[src/rtl/acc_mac_unit.sv]
// Shift-and-add unsigned MAC/MUL accelerator: WIDTH RUN cycles, accdone in the cycle after RUN.
// No backpressure: a request is taken only in IDLE, and accbypass is ignored while RUN/DONE.
module acc_mac_unit #(
  parameter int WIDTH = 32,
  parameter int ACC_W = 64
) (
  input  logic             clk,
  input  logic             reset,
  input  logic             accbypass,
  input  logic [5:0]       opD,
  input  logic [WIDTH-1:0] srcaD,
  input  logic [WIDTH-1:0] srcbD,
  output logic             accdone,
  output logic             busy,
  output logic [ACC_W-1:0] acc_out
);

  localparam logic [5:0] OP_MAC = 6'b111111;
  localparam logic [5:0] OP_MUL = 6'b111110;
  localparam int         CNT_W  = (WIDTH > 1) ? $clog2(WIDTH) : 1;

  typedef enum logic [1:0] {
    IDLE = 2'd0,
    RUN  = 2'd1,
    DONE = 2'd2
  } state_t;

  state_t             state;
  state_t             state_next;
  logic [ACC_W-1:0]   mcand;
  logic [ACC_W-1:0]   prod;
  logic [ACC_W-1:0]   prod_next;
  logic [WIDTH-1:0]   mplier;
  logic [CNT_W-1:0]   cnt;
  logic               mode;
  logic               start;
  logic               last;

  assign start     = (state == IDLE) && accbypass && ((opD == OP_MAC) || (opD == OP_MUL));
  assign last      = (state == RUN) && (cnt == CNT_W'(WIDTH - 1));
  assign prod_next = mplier[0] ? (prod + mcand) : prod;

  always_ff @(posedge clk or posedge reset) begin
    if (reset) begin
      state <= IDLE;
    end else begin
      state <= state_next;
    end
  end

  always_comb begin
    state_next = state;
    case (state)
      IDLE:    if (start) state_next = RUN;
      RUN:     if (last) state_next = DONE;
      DONE:    state_next = IDLE;
      default: state_next = IDLE;
    endcase
  end

  // acc_out is only written on the final RUN edge, so an aborted op never leaks a partial product.
  always_ff @(posedge clk or posedge reset) begin
    if (reset) begin
      mcand   <= '0;
      mplier  <= '0;
      prod    <= '0;
      cnt     <= '0;
      mode    <= 1'b0;
      acc_out <= '0;
    end else if (start) begin
      mcand  <= ACC_W'(srcaD);
      mplier <= srcbD;
      mode   <= opD[0];
      prod   <= '0;
      cnt    <= '0;
    end else if (state == RUN) begin
      prod   <= prod_next;
      mcand  <= mcand << 1;
      mplier <= mplier >> 1;
      cnt    <= cnt + CNT_W'(1);
      if (last) begin
        acc_out <= mode ? (acc_out + prod_next) : prod_next;
      end
    end
  end

  assign busy    = (state != IDLE);
  assign accdone = (state == DONE);

endmodule

[config.mk]
export PLATFORM = sky130hd
export DESIGN_NAME = acc_mac_unit
export DESIGN_NICKNAME = d
export VERILOG_FILES = /design/src/rtl/acc_mac_unit.sv
export SDC_FILE = /design/constraint.sdc
export NUM_CORES = 1
export LEC_CHECK = 0
export BUFFER_PORTS_ARGS = -buffer_cell sky130_fd_sc_hd__clkbuf_2
export CAP_MARGIN = 20
export CORE_ASPECT_RATIO = 0.6
export CORE_MARGIN = 10
export CORE_UTILIZATION = 61
export CTS_CLUSTER_SIZE = 25
export DETAILED_ROUTE_END_ITERATION = 6
export PLACE_DENSITY = 0.81
export RECOVER_POWER = 50
export SLEW_MARGIN = 25
export SYNTH_ARGS = -nofsm -noshare
export SYNTH_HDL_FRONTEND = slang
export SYNTH_SLANG_ARGS = --single-unit
[constraint.sdc]
create_clock -name clk -period 7.6 [get_ports clk]
set_input_delay 0 -clock clk [delete_from_list [all_inputs] [get_ports clk]]
set_output_delay 0 -clock clk [all_outputs]
set_load 0.05 [all_outputs]
==> run metrics, run 1 <==
register area share after synthesis 32.24%; critical path peak fanout 7; gr busiest metal met1; most common cell after layout, fill and taps aside nand2_1; Placer Congestion 0.9522; 1st-iter DRT viols 2,530; Clock Latency Late Sink 0.56 ns; DRC Markers 0; CTS Buf Count 25; failing checks max-capacitance violations, max-slew violations; Setup Skew 0.01674 ns; Top Ports 139; layout cell share with drive strength beyond 1 8.103%; Initial Util 62.34%; FF-to-FF End acc_out[63]$_DFFE_PP0P_; Synth Flop Type dfrtp_1; wire per inst 21.82 µm; CTS tree yes; placed cell area 0.01903 mm²; H-tree levels 1; final net count 2,614; Pre-antenna DRT Iters 6; WP data required 8.03 ns; FF-to-FF setup slack 1.12 ns; post-route ant nets 0; endpoints failing hold 0; NetSw 5.041 mW; P_leak 9.881 nW; placed insts 2,709; worst setup path startpoint mcand[1]$_DFFE_PP0P_; top-area cell type share of the netlist area 32.24%; yosys warns 0; FP Rows 48; Simple-Gate Fraction of Synth Area 19.15%; Setup violations, final 0; area grow syn2layout 13.19%; Mapped Cells 2,261; Post-Layout Inst Area 0.02039 mm²; Die Y 153.1 µm; final cycle utilization of the critical path 85.20%; Clk pwr share 12.3%; DIE AREA 0.03702 mm²; GRT overflow 0; Non-Filler Instances 2,823; arrival time at the worst endpoint 6.91 ns; # Max-Cap Violations 3; Post-Syn Nets 2,473; mux cell area share after synthesis 2.508%; clock slew seen by the registers of the worst setup and hold paths 0.06 ns; vias per std cell 6.408; status finished, violations left; Worst Setup Path Type flop to flop; Max Freq 154.4 MHz; DP HPWL 45,040 µm; Setup crit end kind flop; detailed-route via count 18,090; area of the core 0.02889 mm²; power share of the combinational group 67.3%; total track usage 32.02%; met1 usage 48.29%; Die Width 241.8 µm; final setup TNS 0 ns; r2r startpoint mcand[1]$_DFFE_PP0P_; most frequent cells in the layout nand2_1, dfrtp_1, a21oi_1; antenna violations before repair 3; Final Max Slew Viols 237; top post-synthesis cells by area dfrtp_1, ha_1, nand2_1, a21oi_1, o21ai_0; Yosys reg bits 232; main combinational cell family by area after synthesis compound AO/OA/AOI/OAI gates; Seq pwr share 20.3%; Layout Utilization 70.57%; met3 GRT Util 12.15%; met2 GRT Util 41.72%; Rel. slew slack -199.5%; VDD IR-drop max 0.4407 mV; PwrDens 479.2 mW/mm²; Setup crit start kind flop; Tot Pwr 9.770 mW; EDFF count, synth 0; Yosys cell types 88; Synth Area in Adders 9.740%; Port Buffer Count 138; Internal 4.729 mW; dominant cell type by area after synthesis dfrtp_1; clk root buf clkbuf_16; XOR/XNOR share of the synthesized area 4.912%; FF-to-FF path depth 22; Synth Area in Compound Gates 27.23%; Setup crit end acc_out[63]$_DFFE_PP0P_; vias in the first global route 16,440; Min Clock Period, post-route 6.475 ns; Sw Ratio 51.60%; clk sinks 232; post-CTS setup buffers 0; synthesized cell area 0.01801 mm²; ys async rst share 100.0%; final wirelength 61,590 µm; RSZ-0062 raised after global routing false; Syn Area/Cell 7.965 µm²; worst min path class input pin to flop; Worst-Margin Slew 4.468 ns; maximum buffer depth of the clock tree 3; largest net degree at the start of global routing 132; first-pass GRT wire length 95,850 µm
-- logic make-up (layout without fill, tap and decap cells) --
| group | Yosys count | after routing |
|---|---|---|
| compound gates | 760 | 760 |
| mux | 44 | 44 |
| fa+ha+maj | 139 | 139 |
| flops | 232 | 232 |
| buf+inv | 200 | 358 |
| other cells | 0 | 4 |
| xor+xnor | 101 | 101 |
| simple gates | 785 | 785 |
-- through the flow --
step | hold WS [ns] | setup WS [ns]
after detailed placement | 0.1771 | 1.244
after floorplan | 0.1168 | 1.239
final | 0.2058 | 1.125
after CTS | 0.1599 | 1.192
after global routing | 0.2289 | 0.5456
after global placement | 0.1716 | 1.340
-- layer usage --
| layer | part of all wire [%] | wire (µm) | vias up |
|---|---|---|---|
| li1 | - | - | 8396 |
| met1 | 46 | 28600 | 8702 |
| met2 | 38 | 23400 | 904 |
| met3 | 13 | 8269 | 87 |
| met4 | 1.9 | 1164 | 2 |
| met5 | 0.25 | 151 | - |
-- synth_stat cells, types with 18 or more instances --
cell type,count
a21o_1,78
a21oi_1,205
a22oi_1,68
clkbuf_1,106
dfrtp_1,232
ha_1,137
inv_1,77
mux2i_1,35
nand2_1,456
nand2b_1,18
nand3_1,33
nand4_1,28
nor2_1,122
nor2b_1,19
nor3_1,34
o21a_1,20
o21ai_0,165
o21bai_1,29
o22ai_1,32
xnor2_1,53
xor2_1,48
-- repair_timing --
action	in CTS	in global routing
hold buffers	66	0
endpoints found under the hold margin	163	0
setup endpoints to repair	0	0
gates resized for setup	0	0
-- sequential cells by signal, indices dropped and copies added (netlist names) --
register,count
acc_out,64
cnt,5
mcand,64
mode,1
mplier,32
prod,64
state,2
-- layout make-up --
cell class              count  area (µm²)
flip-flops and latches    232        5811
inverters                  77       290.3
multi-input cells        1829       11470
well taps                 400       500.5
repair buffers            237        1524
clock inverters             7       46.29
diodes                      4       10.01
fillers                  2368        8502
clock buffers              37       730.7
-- power by group through the flow --
stage               combinational, mW  sequential (mW)  clock (mW)
detailed placement               6.27             1.98           0
CTS                              6.35             1.97        1.21
finish                           6.58             1.99        1.20
floorplan                        4.70             1.88           0
global route                     7.18             2.03        1.26
global placement                 6.17             1.96           0
-- critical path, stage by stage (launching register included) --
cell and delay (ns):
dfrtp_1 0.42, ha_1 0.33, a211oi_1 0.30, nor2_1 0.11, o21ai_1 0.34, o31a_1 0.24, o21ai_1 0.10, a311oi_1 0.53
o31ai_2 0.21, a31oi_2 0.39, mux2i_1 0.29, or2_2 0.36, ha_1 0.37, and3_1 0.24, nand2_1 0.10, nor4_1 0.47
a221o_1 0.24, a22o_1 0.16, nor3_1 0.07, o41ai_1 0.63, nor2_1 0.12, a221oi_1 0.23, a2bb2oi_1 0.10
-- how the worst min path moves through the flow --
stage | from | to | slack (ns) | cells past startpoint
6_report | srcbD[17] | mplier[17]$_DFFE_PP0P_ | 0.21 | 4
3_3_place_gp | reset | mcand[10]$_DFFE_PP0P_ | 0.17 | 2
4_1_cts | reset | mcand[13]$_DFFE_PP0P_ | 0.16 | 3
5_1_grt | srcbD[16] | mplier[16]$_DFFE_PP0P_ | 0.23 | 4
3_5_place_dp | reset | mcand[9]$_DFFE_PP0P_ | 0.18 | 2
2_1_floorplan | srcaD[0] | mcand[0]$_DFFE_PP0P_ | 0.12 | 2
Power figures use the tool's default switching activity.
==> run 2, diff against run 1 <==
- clock period: 7.6 -> 7 ns (I/O delays scaled with it)
==> run 2 against run 1 <==
Net effect: the run still ends with max-capacitance violations, max-slew violations left; register-to-register slack lost 0.58 ns; final cell count is essentially flat; combinational power grew 9.9%; sequential share of layout area decreased by 0.21 points; critical path depth grew 1; worst setup slack lost 0.58 ns; critical path type unchanged; critical endpoint is now acc_out[53]$_DFFE_PP0P_.
==> run metrics, run 2 (synthesis gave the netlist of run 1 again) <==
most frequent cells in the layout nand2_1, dfrtp_1, a21oi_1; DP HPWL 45,970 µm (+2.0%); Initial Util 62.34% (unchanged); NetSw 5.566 mW (+10%); Rel. slew slack -232.6% (-33 points); FF-to-FF setup slack 0.54 ns (-0.58 ns); Setup crit start kind flop; final cycle utilization of the critical path 92.26% (+7.1 points); biggest regs acc_out: 64 flops, mcand: 64 flops, prod: 64 flops; Post-Place Worst Slack 0.7194 ns (-0.5248 ns); status finished, violations left; Die Width 241.8 µm (unchanged); Clk pwr share 13.8% (+1.5 points); Top Ports 139 (unchanged); arrival time at the worst endpoint 6.92 ns (about the same); Sw Ratio 51.08% (-0.52 points); VDD IR-drop max 0.4255 mV (-3.5%); Internal 5.331 mW (+13%); Min Clock Period, post-route 6.458 ns (-0.01667 ns); post-route ant nets 0 (unchanged); Final Max Slew Viols 237 (unchanged); 1st-iter DRT viols 2,282 (-9.8%); filler cell count 2,332 (-1.5%); setup slack after layout 0.5416 ns (-0.5833 ns); DRC Markers 0 (unchanged); # Max-Cap Violations 3 (unchanged); Setup Skew 0.01053 ns (-0.006210 ns); Worst-Margin Slew 4.962 ns (+0.4942 ns); critical path peak fanout 5 (-2); PwrDens 530.6 mW/mm² (+11%); Setup crit end kind flop; Placer Congestion 0.9731 (+2.2%); vias per std cell 6.437 (+0.44%); first-pass GRT wire length 97,360 µm (+1.6%); CTS Buf Count 24 (-4.0%); detailed-route via count 18,160 (+0.40%); Die Y 153.1 µm (unchanged); final wirelength 62,790 µm (+2.0%); failing checks max-capacitance violations, max-slew violations; power share of the combinational group 66.3% (-1.0 points); maximum buffer depth of the clock tree 3 (unchanged); final net count 2,616 (+0.077%); DIE AREA 0.03702 mm² (unchanged); worst min path class input pin to flop; antenna violations before repair 1 (-2); FP Rows 48 (unchanged); Max Freq 154.8 MHz (+0.26%); Port Buffer Count 138 (unchanged); Setup violations, final 0 (unchanged); largest net degree at the start of global routing 132 (unchanged); Pre-antenna DRT Iters 7 (+1); vias in the first global route 16,790 (+2.2%); total track usage 32.59% (+0.57 points); clock slew seen by the registers of the worst setup and hold paths 0.07 ns (about the same); Tot Pwr 10.90 mW (+12%); clk sinks 232 (unchanged); clk root buf clkbuf_16; most common cell after layout, fill and taps aside nand2_1; area of the core 0.02889 mm² (unchanged); number of inserted diodes 0 (-4); final setup TNS 0 ns (unchanged); WP data required 7.46 ns (-0.57 ns); GRT overflow 0 (unchanged); RSZ-0062 raised after global routing false; P_leak 9.970 nW (+0.90%); endpoints failing hold 0 (unchanged); Worst Setup Path Type flop to flop; CTS tree yes; Clock Latency Late Sink 0.56 ns (about the same); layout cell share with drive strength beyond 1 8.464% (+0.36 points); Seq pwr share 19.9% (-0.4 points); wire per inst 22.25 µm (+2.0%); H-tree levels 1 (unchanged); area grow syn2layout 14.03%
[run 2: final timing paths]
kind                       depth (start not counted)                 endpoint              startpoint
min in group asynchronous                          3    mcand[12]$_DFFE_PP0P_                   reset
hold / removal                                     4         mode$_DFFE_PP0P_                  opD[0]
hold reg to reg                                    2   mplier[19]$_DFFE_PP0P_  mplier[19]$_DFFE_PP0P_
setup reg to reg                                  23  acc_out[53]$_DFFE_PP0P_    mcand[1]$_DFFE_PP0P_
setup / recovery                                  23  acc_out[53]$_DFFE_PP0P_    mcand[1]$_DFFE_PP0P_
max in group asynchronous                          4  acc_out[49]$_DFFE_PP0P_                   reset
[run 2: layer usage]
layer	track usage, %	share of wire [%]	up-vias
met5	0	0.011	-
met4	5.935	2.0	2
met3	15.42	16	99
met2	42.34	38	989
met1	47.62	45	8677
li1	-	-	8397
[run 2: timing repair]
action | 4_1_cts | 5_1_grt
setup buffers | 0 | 0
hold buffers | 66 | 0
endpoints found under the setup margin | 0 | 1
endpoints found under the hold margin | 172 | 0
gates resized for setup | 0 | 1
[run 2: layout make-up]
cell class                 instances  area, µm²  area share [%]
timing repair buffer             240       1546           7.531
clock inverter                    12      195.2          0.9505
sequential                       232       5811           28.29
inverter                          77      290.3           1.414
tap                              400      500.5           2.437
clock buffer                      32      711.9           3.467
multi-input combinational       1829      11480           55.91
[run 2: through the flow]
stage          hold WS (ns)  cells  utilization [%]  instance area, µm²
2_1_floorplan        0.1168   2261                -               18010
3_3_place_gp         0.2074   2712            65.96               19050
3_5_place_dp         0.2185   2712            65.96               19050
4_1_cts              0.1884   2822            71.39               20620
5_1_grt              0.2178   2822            71.09               20540
6_report             0.1883   2822            71.09               20540
[run 2: power by group through the flow]
stage	Sequential [mW]	Clock [mW]	Combinational, mW
after global placement	2.14	0	6.75
after floorplan	2.04	0	5.11
final	2.16	1.51	7.23
after global routing	2.21	1.56	7.87
after CTS	2.14	1.51	6.97
after detailed placement	2.16	0	6.88
[run 2: critical path, stage by stage, from the launching register on]
cell and delay [ns]:
dfrtp_1 0.41, ha_1 0.33, a211oi_1 0.32, nor2_1 0.12, o21ai_1 0.34, o31a_1 0.23
o21a_1 0.21, o21ai_0 0.17, a31o_2 0.32, xor2_1 0.15, mux2i_1 0.63, inv_1 0.11
ha_1 0.42, nand2_1 0.09, nor2_1 0.22, nand2_1 0.10, nor3_1 0.29, o21bai_1 0.15
o221ai_2 0.29, a21oi_1 0.23, o41ai_2 0.70, a21oi_1 0.18, xor2_1 0.19, o211ai_1 0.17
